--- src/rtl/disp_wr_arbiter.sv ---
`default_nettype none
// ============================================================================
// Module   : disp_wr_arbiter
// Purpose  : Shares the debug-display register-file write port among N_REQ
//            producers. Round-robin arbitration with burst lock. The current
//            owner keeps the port until it presents a last beat, has moved
//            MAX_BURST beats, or has left its valid low for RELEASE_CYCLES
//            consecutive cycles. The write strobe, address and data are
//            registered and drive the display register file directly.
// Ports    : clk        - system clock
//            n_rst      - asynchronous active-low reset
//            req_valid  - per-requester beat valid
//            req_last   - per-requester final beat marker (qualified by valid)
//            req_addr   - packed addresses, requester i at [i*ADDR_W +: ADDR_W]
//            req_data   - packed data, requester i at [i*DATA_W +: DATA_W]
//            req_ready  - per-requester beat accept (one-hot while granted)
//            load       - one-cycle write strobe to the register file
//            addr/data  - write address/data, valid with load
//            grant_id   - current (or most recent) owner index
//            busy       - high while a requester holds the grant
// Revision : 1.0 - initial release
// ============================================================================
module disp_wr_arbiter #(
  parameter int N_REQ          = 4,
  parameter int ADDR_W         = 8,
  parameter int DATA_W         = 8,
  parameter int MAX_BURST      = 8,
  parameter int RELEASE_CYCLES = 4
) (
  input  logic                       clk,
  input  logic                       n_rst,
  input  logic [N_REQ-1:0]           req_valid,
  input  logic [N_REQ-1:0]           req_last,
  input  logic [N_REQ*ADDR_W-1:0]    req_addr,
  input  logic [N_REQ*DATA_W-1:0]    req_data,
  output logic [N_REQ-1:0]           req_ready,
  output logic                       load,
  output logic [ADDR_W-1:0]          addr,
  output logic [DATA_W-1:0]          data,
  output logic [$clog2(N_REQ)-1:0]   grant_id,
  output logic                       busy
);

  localparam int c_ID_W   = $clog2(N_REQ);
  localparam int c_BEAT_W = (MAX_BURST > 1) ? $clog2(MAX_BURST) : 1;
  localparam int c_IDLE_W = (RELEASE_CYCLES > 1) ? $clog2(RELEASE_CYCLES) : 1;

  localparam logic [c_BEAT_W-1:0] c_BEAT_MAX = c_BEAT_W'(MAX_BURST - 1);
  localparam logic [c_IDLE_W-1:0] c_IDLE_MAX = c_IDLE_W'(RELEASE_CYCLES - 1);
  localparam logic [c_ID_W-1:0]   c_ID_LAST  = c_ID_W'(N_REQ - 1);

  typedef enum logic [0:0] {
    ST_IDLE  = 1'b0,
    ST_GRANT = 1'b1
  } state_t;

  // --------------------------------------------------------------------------
  // State
  // --------------------------------------------------------------------------
  state_t              state_q,    state_d;
  logic [c_ID_W-1:0]   ptr_q,      ptr_d;
  logic [c_ID_W-1:0]   grant_id_q, grant_id_d;
  logic [c_BEAT_W-1:0] beat_cnt_q, beat_cnt_d;
  logic [c_IDLE_W-1:0] idle_cnt_q, idle_cnt_d;
  logic                load_q,     load_d;
  logic [ADDR_W-1:0]   addr_q,     addr_d;
  logic [DATA_W-1:0]   data_q,     data_d;

  // --------------------------------------------------------------------------
  // Combinational helpers
  // --------------------------------------------------------------------------
  logic                w_win_found;
  logic [c_ID_W-1:0]   w_win_idx;
  logic [c_ID_W-1:0]   w_cand;
  logic                w_own_valid;
  logic                w_own_last;
  logic [ADDR_W-1:0]   w_own_addr;
  logic [DATA_W-1:0]   w_own_data;
  logic                w_xfer;
  logic                w_release;
  logic [c_ID_W-1:0]   w_next_ptr;

  // Round-robin winner: first valid requester starting at ptr and wrapping.
  // The modulo keeps the candidate in range for non-power-of-two N_REQ.
  always_comb begin
    w_win_found = 1'b0;
    w_win_idx   = '0;
    w_cand      = '0;
    for (int k = 0; k < N_REQ; k++) begin
      w_cand = c_ID_W'((int'(ptr_q) + k) % N_REQ);
      if (!w_win_found && req_valid[w_cand]) begin
        w_win_found = 1'b1;
        w_win_idx   = w_cand;
      end
    end
  end

  // Owner-side signals selected by the registered grant index.
  always_comb begin
    w_own_valid = 1'b0;
    w_own_last  = 1'b0;
    w_own_addr  = '0;
    w_own_data  = '0;
    for (int i = 0; i < N_REQ; i++) begin
      if (grant_id_q == c_ID_W'(i)) begin
        w_own_valid = req_valid[i];
        w_own_last  = req_last[i];
        w_own_addr  = req_addr[i*ADDR_W +: ADDR_W];
        w_own_data  = req_data[i*DATA_W +: DATA_W];
      end
    end
  end

  // Ready comes purely from registered state so there is no combinational
  // path from any req_valid back to req_ready.
  generate
    for (genvar gi = 0; gi < N_REQ; gi++) begin : g_ready
      assign req_ready[gi] = (state_q == ST_GRANT) && (grant_id_q == c_ID_W'(gi));
    end
  endgenerate

  assign w_xfer     = (state_q == ST_GRANT) && w_own_valid;
  assign w_next_ptr = (grant_id_q == c_ID_LAST) ? '0 : grant_id_q + c_ID_W'(1);

  // --------------------------------------------------------------------------
  // Next-state and datapath
  // --------------------------------------------------------------------------
  always_comb begin
    state_d    = state_q;
    ptr_d      = ptr_q;
    grant_id_d = grant_id_q;
    beat_cnt_d = beat_cnt_q;
    idle_cnt_d = idle_cnt_q;
    load_d     = 1'b0;
    addr_d     = addr_q;
    data_d     = data_q;
    w_release  = 1'b0;

    case (state_q)
      ST_IDLE: begin
        if (w_win_found) begin
          state_d    = ST_GRANT;
          grant_id_d = w_win_idx;
          beat_cnt_d = '0;
          idle_cnt_d = '0;
        end
      end

      ST_GRANT: begin
        if (w_xfer) begin
          load_d     = 1'b1;
          addr_d     = w_own_addr;
          data_d     = w_own_data;
          idle_cnt_d = '0;
          // Counter never reaches MAX_BURST: the release below clears it
          // on the beat that would take it past MAX_BURST-1.
          beat_cnt_d = beat_cnt_q + c_BEAT_W'(1);
          if (w_own_last || (beat_cnt_q == c_BEAT_MAX)) begin
            w_release = 1'b1;
          end
        end else begin
          idle_cnt_d = idle_cnt_q + c_IDLE_W'(1);
          if (idle_cnt_q == c_IDLE_MAX) begin
            w_release = 1'b1;
          end
        end

        if (w_release) begin
          state_d    = ST_IDLE;
          ptr_d      = w_next_ptr;
          beat_cnt_d = '0;
          idle_cnt_d = '0;
        end
      end

      default: begin
        state_d = ST_IDLE;
      end
    endcase
  end

  // --------------------------------------------------------------------------
  // Registers
  // --------------------------------------------------------------------------
  always_ff @(posedge clk or negedge n_rst) begin
    if (!n_rst) begin
      state_q    <= ST_IDLE;
      ptr_q      <= '0;
      grant_id_q <= '0;
      beat_cnt_q <= '0;
      idle_cnt_q <= '0;
      load_q     <= 1'b0;
      addr_q     <= '0;
      data_q     <= '0;
    end else begin
      state_q    <= state_d;
      ptr_q      <= ptr_d;
      grant_id_q <= grant_id_d;
      beat_cnt_q <= beat_cnt_d;
      idle_cnt_q <= idle_cnt_d;
      load_q     <= load_d;
      addr_q     <= addr_d;
      data_q     <= data_d;
    end
  end

  assign load     = load_q;
  assign addr     = addr_q;
  assign data     = data_q;
  assign grant_id = grant_id_q;
  assign busy     = (state_q == ST_GRANT);

endmodule
`default_nettype wire

--- config.mk ---
export PLATFORM = sky130hd
export DESIGN_NAME = disp_wr_arbiter
export DESIGN_NICKNAME = d
export VERILOG_FILES = /design/src/rtl/disp_wr_arbiter.sv
export SDC_FILE = /design/constraint.sdc
export NUM_CORES = 1
export LEC_CHECK = 0
export CAP_MARGIN = 20
export CORE_ASPECT_RATIO = 1.5
export CORE_MARGIN = 1.5
export CORE_UTILIZATION = 35
export DETAILED_ROUTE_END_ITERATION = 8
export GPL_TIMING_DRIVEN = 0
export PLACE_DENSITY = 0.7
export SETUP_SLACK_MARGIN = 0.05
export SKIP_CTS_REPAIR_TIMING = 1
export SYNTH_ARGS = -nofsm -noshare
export SYNTH_HDL_FRONTEND = slang
export SYNTH_SLANG_ARGS = --single-unit
--- constraint.sdc ---
create_clock -name clk -period 3.9 [get_ports clk]
set_input_delay 0.78 -clock clk [delete_from_list [all_inputs] [get_ports clk]]
set_output_delay 0.78 -clock clk [all_outputs]
set_load 0.05 [all_outputs]
# After elaboration in Yosys (flattened, before gate mapping)
# Index checks and enable logic that the tools add are counted.
dict set report word_totals {
  regBits 27
  romBits 0
  out_inout_bits 24
  elab_cells 93
  latchBits 0
  inputBits 74
  ramBits 0
  memories 0
}
dict set report op_classes {
  n_bitwise 1
  div 0
  n_lt_le_gt_ge 4
  reduce_logical 17
  n_addsub 6
  n_mul 0
  n_eq_ne 7
  muxes 50
  n_shift 0
}
# op n
set ops {}
lappend ops {{2-to-1 mux 8 bit} 8}
lappend ops {{2-to-1 mux 1 bit} 24}
lappend ops {{2-to-1 mux 2 bit} 8}
lappend ops {{less-than comparator 2 x 3 -> 1 bit, second input constant} 4}
lappend ops {{2-to-1 mux 3 bit} 3}
lappend ops {{binary-select mux 1 bit (select 2 bit)} 4}
lappend ops {{logical AND 1 bit} 8}
lappend ops {{AND reduction 2 bit} 4}
lappend ops {{adder 2 x 1 -> 2 bit, second input constant} 3}
lappend ops {{== test 2 bit, second input constant} 3}
lappend ops {{case mux 3 bit (2 select lines)} 1}
lappend ops {{adder 2 bit, second input constant} 2}
lappend ops {{case mux 2 bit (2 select lines)} 1}
lappend ops {{adder 3 x 1 -> 3 bit, second input constant} 1}
lappend ops {{== test 3 bit, second input constant} 1}
lappend ops {{logical NOT 1 bit} 3}
lappend ops {{!= test 3 x 1 -> 1 bit, second input constant} 1}
lappend ops {{== test 2 x 1 -> 1 bit, second input constant} 1}
lappend ops {{logical NOT 2 bit} 1}
lappend ops {{!= test 2 bit, second input constant} 1}
lappend ops {{case mux 1 bit (2 select lines)} 1}
lappend ops {{logical OR 1 bit} 1}
lappend ops {{inverter 1 bit} 1}

# Depth between registers and ports, before layout
dict set report logic_depth {
  ltp_word 14
  ltp_mapped 8
  ltp_nobuf 6
}

# Least setup slack after synthesis
# Ideal clock, no wire load.
dict set report synth_path {
  path_type {flip-flop to output port}
  startpoint {register grant_id_q[0] (netlist: grant_id[0])}
  endpoint {output port req_ready[1]}
  setup_slack_ns 1.293
  path_buffers 3
  t_arrival_ns 1.827
  t_required_ns 3.120
  stages_incl_launch_ff 6
  cell_sequence {dfrtp_1 ha_1 buf_6 buf_2 buf_2 and2_1}
}
dict set report synth_between {
  elab_chain_len 2
}
# element line_no
set synth_rtl {}
lappend synth_rtl {{start: declaration} 62} ;# logic [c_ID_W-1:0] grant_id_q, grant_id_d;
lappend synth_rtl {{start signal: assignment} 198} ;# grant_id_q <= grant_id_d;
lappend synth_rtl {{== test 2 x 1 -> 1 bit} 118} ;# assign req_ready[gi] = (state_q == ST_GRANT) && (grant_id_q == c_ID_W'(gi));
lappend synth_rtl {{logical AND 1 bit} 118}
lappend synth_rtl {{end: declaration} 36} ;# output logic [N_REQ-1:0] req_ready,
# No other way between the ends.

# Worst setup path after layout
dict set report layout_path {
  startpoint {register grant_id_q[0] (netlist: grant_id[0])}
  endpoint {output port req_ready[0]}
}
dict set report layout_between {
  elab_chain_len 2
}
# element line_no
set layout_rtl {}
lappend layout_rtl {{logical NOT 2 bit} 118}
lappend layout_rtl {{logical AND 1 bit} 118}
# No other way between the ends.

==> results.txt <==
- Run status: finished, final reports clean
- Final worst clock skew: 0.00236 ns
- Yosys mapped a number of flops with a built-in enable equal to 0.
* Final GP Congestion: 0.829
- No sink is reached through more buffers than the 2 on the longest clock path.
- Setup tns final: 0 ns
- Static timing analysis puts the maximum clock frequency at 287 MHz.
* Post-synthesis area per instance: 9.99 um2
- The internal portion of the total power is between 1000 and 1500 uW.
- The die covers 6240 um2.
- Initial core utilization: a little over a third
- Port buffer count: between 90 and 100
* Share of post-route cells with drive strength above 1: a little over an eighth
- Required time at the worst-slack endpoint: between 3 and 4 ns
* Most frequent cell after synthesis: sky130_fd_sc_hd__nor2b_1
- Worst max-slew margin expressed relative to the limit: 60.6%
* Setup repair after global routing missed its margin: false
* Sequential cell area fraction in the yosys report: 33.5%
- In this run, the combinational gates consume about three quarters of the power.
* Warnings from Yosys: 0
* Power density normalized to cell area: 848 nW/um2
- TritonCTS clock tree: built
- Cell types occupying the most area after synthesis: sky130_fd_sc_hd__dfrtp_1, sky130_fd_sc_hd__nor2b_1, sky130_fd_sc_hd__a221oi_1
* Number of failing setup endpoints in the final timing report: 0
- The number of clock buffers added by TritonCTS is 3.
- Clock-pin slew was measured on the worst setup and hold paths at 0.09 ns.
* Net switching share of the total power: 48.6%
* Post-route ant nets: 0
* Category of the worst setup path launch point: flip-flop
- After detailed routing, the number of remaining DRC violations is 0.
- The first global-routing pass estimated 9780 um of wire.
- Horiz. Die Dim: 65 um
- Switching Power: 1300 uW
* Leading cell types by count after synthesis: sky130_fd_sc_hd__nor2b_1, sky130_fd_sc_hd__dfrtp_1, sky130_fd_sc_hd__nand2_1
- Category of the critical setup timing path: reg -> out
- Global route overflow: 0
* Largest net degree at the start of global routing: 19
- Fraction of registers with async set/reset: between 90% and 100%
- In the synthesized netlist the dominant register cell turns out to be sky130_fd_sc_hd__dfrtp_1.
* Synthesized Nets: between 200 and 300
- DIE HEIGHT: 96 um
- Part of the total power dissipated in sequential elements: a little under a fifth
* Peak supply drop: 0.483 mV
* Leakage Power: between 0.001 and 0.0015 uW
- Total routing resource utilization after global routing: a little over 20%
- Delay of the slowest cell on the worst path: 0.81 ns
- DRT iter0 DRCs: between 40 and 50
- Area growth from synthesis to final layout: 56.2%
* Number of rows created at floorplan: 33
- Worst Tran Pin Value: 0.586 ns
- Core area: about 5500 um2
- The tightest min-delay check is of the reg -> reg type.
- The clock net in this run drives a total of 27 sinks.
* Average wire length per cell after detail routing: 16.9 um
- The number of global-route vias before repair was 2,018.
- Data arrives at the worst endpoint at between 2 and 3 ns.
* List of cells traversed by the critical path: inv_1 > ha_1 > buf_2 > clkbuf_1 > and2_1 > clkdlybuf4s50_1
- The number of antenna violations at the first check in global routing came to 0.
- Mapped Cells: 202
- Detailed-route vias per instance: 5.31
* Kind of capture point of the worst setup path: primary output
- The share of synthesized area in the top cell type comes to 33.5%.
- Total of flip-flops plus latches after synthesis: 27
- Length of the first detailed-routing pass in iterations: 4
- Yosys top cell by area: sky130_fd_sc_hd__dfrtp_1
- The clock network burns 6.2% of the power.
- Worst-path maximum fanout: 10
* Clock Latency Late Sink: 0.28 ns
- Number of fillers in the final layout: 527
- The clock period could shrink to 3.49 ns.
- For this block, the via count after detailed routing is 1,987.
- For this run, the post-layout net count is 386.
- The final count of pins violating max slew was 0.
- Wires add up to 6310 um.
- Count of antenna diodes in the layout: 0
- Area of the mapped netlist: 2020 um2
* Max Cap Viol: 0
- CTS placed an instance of sky130_fd_sc_hd__clkbuf_8 at the clock tree root.
* Half-perimeter wire length of the detailed placement result: about 4800 um
- Number of hold violations in the final report: 0
- CTS built an H-tree with a depth of 1.
- Final Cycle Share: between 80% and 90%
- In this run, placement finished with an instance count of 370.
- Library cell contributing the largest single delay on the critical path: sky130_fd_sc_hd__clkdlybuf4s50_1
* Netlist cell types: 40
- Once layout is complete, the cells apart from fillers number roughly 370.
* Number of placed I/O pins: 98
-- registers in the layout, indices dropped and copies added, names as in the netlist --
name,cells
addr,8
data,8
beat_cnt_q,3
grant_id,2
idle_cnt_q,2
ptr_q,2
busy,1
load,1
-- metrics by stage --
stage	total power, uW	hold slack (ns)	worst slack [ns]	instance area, um2	utilization, %
floorplan	1940	0.470	1.29	2020	-
global placement	2480	0.489	0.712	3080	55.6
detailed placement	2520	0.493	0.713	3100	56.1
CTS	2700	0.518	0.390	3150	57.0
global route	2840	0.534	0.292	3150	57.0
finish	2670	0.512	0.415	3150	57.0
-- placed cells by master, fill, tap and decap left out, types with 2 or more instances in the layout --
cell | Yosys | final
sky130_fd_sc_hd__mux2_4 | 9 | 9
sky130_fd_sc_hd__o21ai_0 | 3 | 3
sky130_fd_sc_hd__o211ai_1 | 5 | 5
sky130_fd_sc_hd__and2b_1 | 3 | 3
sky130_fd_sc_hd__o31ai_1 | 16 | 16
sky130_fd_sc_hd__nor2_1 | 2 | 2
sky130_fd_sc_hd__nand2_1 | 17 | 17
sky130_fd_sc_hd__nor2b_1 | 29 | 29
sky130_fd_sc_hd__dfrtp_1 | 27 | 27
sky130_fd_sc_hd__a21oi_1 | 3 | 3
sky130_fd_sc_hd__mux2i_1 | 2 | 2
sky130_fd_sc_hd__mux2_2 | 9 | 9
sky130_fd_sc_hd__clkbuf_8 | 0 | 3
sky130_fd_sc_hd__buf_6 | 3 | 3
sky130_fd_sc_hd__a22o_1 | 3 | 3
sky130_fd_sc_hd__a211o_1 | 2 | 2
sky130_fd_sc_hd__a221oi_1 | 16 | 16
sky130_fd_sc_hd__nand4_1 | 2 | 2
sky130_fd_sc_hd__inv_1 | 8 | 8
sky130_fd_sc_hd__and2_1 | 5 | 5
sky130_fd_sc_hd__buf_2 | 7 | 7
sky130_fd_sc_hd__ha_1 | 7 | 7
sky130_fd_sc_hd__clkdlybuf4s50_1 | 0 | 97
sky130_fd_sc_hd__clkbuf_1 | 6 | 6
-- cells by family after synthesis --
family	Yosys count	share of synthesized area, %
AND/OR/NAND/NOR	67	20.1
buffers and inverters	25	6.39
flip-flops	27	33.5
AO/OA/AOI/OAI	56	22.9
adder cells (fa/ha/maj)	7	4.34
multiplexers	20	12.7
-- layout make-up --
type	instances	area [um2]	area share, %
clock inverters	1	7.51	0.238
clock buffers	3	41.3	1.31
well taps	70	87.6	2.78
flip-flops and latches	27	676	21.4
multi-input cells	150	1210	38.5
plain buffers	17	98.8	3.13
repair buffers	98	998	31.7
inverters	8	30.0	0.952
-- layer usage --
metal	GRT usage [%]	share of wire, %	wire [um]
met3	1.87	4.5	286
met4	5.32	0.73	46
met5	0	0	0
met2	38.1	53	3360
met1	24.6	42	2620
-- worst max-delay path, delay by kind of cell, from the launching register on --
family,cells,cell delay (ns)
fa+ha+maj,1,0.14
flops,1,0.47
simple gates,1,0.20
buf+inv,4,1.62
-- worst paths after layout --
check	start	endpoint	slack [ns]	cells after the start
max in group asynchronous	n_rst	data[1]$_DFFE_PN0P_	2.54	2
max	grant_id[0]$_DFFE_PN0P_	req_ready[0]	0.41	6
max reg2reg	grant_id[1]$_DFFE_PN0P_	addr[2]$_DFFE_PN0P_	1.51	8
min	data[1]$_DFFE_PN0P_	data[1]$_DFFE_PN0P_	0.51	1
min in group asynchronous	n_rst	data[6]$_DFFE_PN0P_	0.86	1
min reg2reg	data[1]$_DFFE_PN0P_	data[1]$_DFFE_PN0P_	0.51	1
-- power by group through the flow --
stage | sequential [uW] | combinational (uW) | clock (uW)
global placement | 503 | 1980 | 0
floorplan | 840 | 1100 | 0
global route | 521 | 2140 | 186
CTS | 506 | 2020 | 173
detailed placement | 512 | 2010 | 0
finish | 507 | 2000 | 166
(Power assumes the default switching activity.)
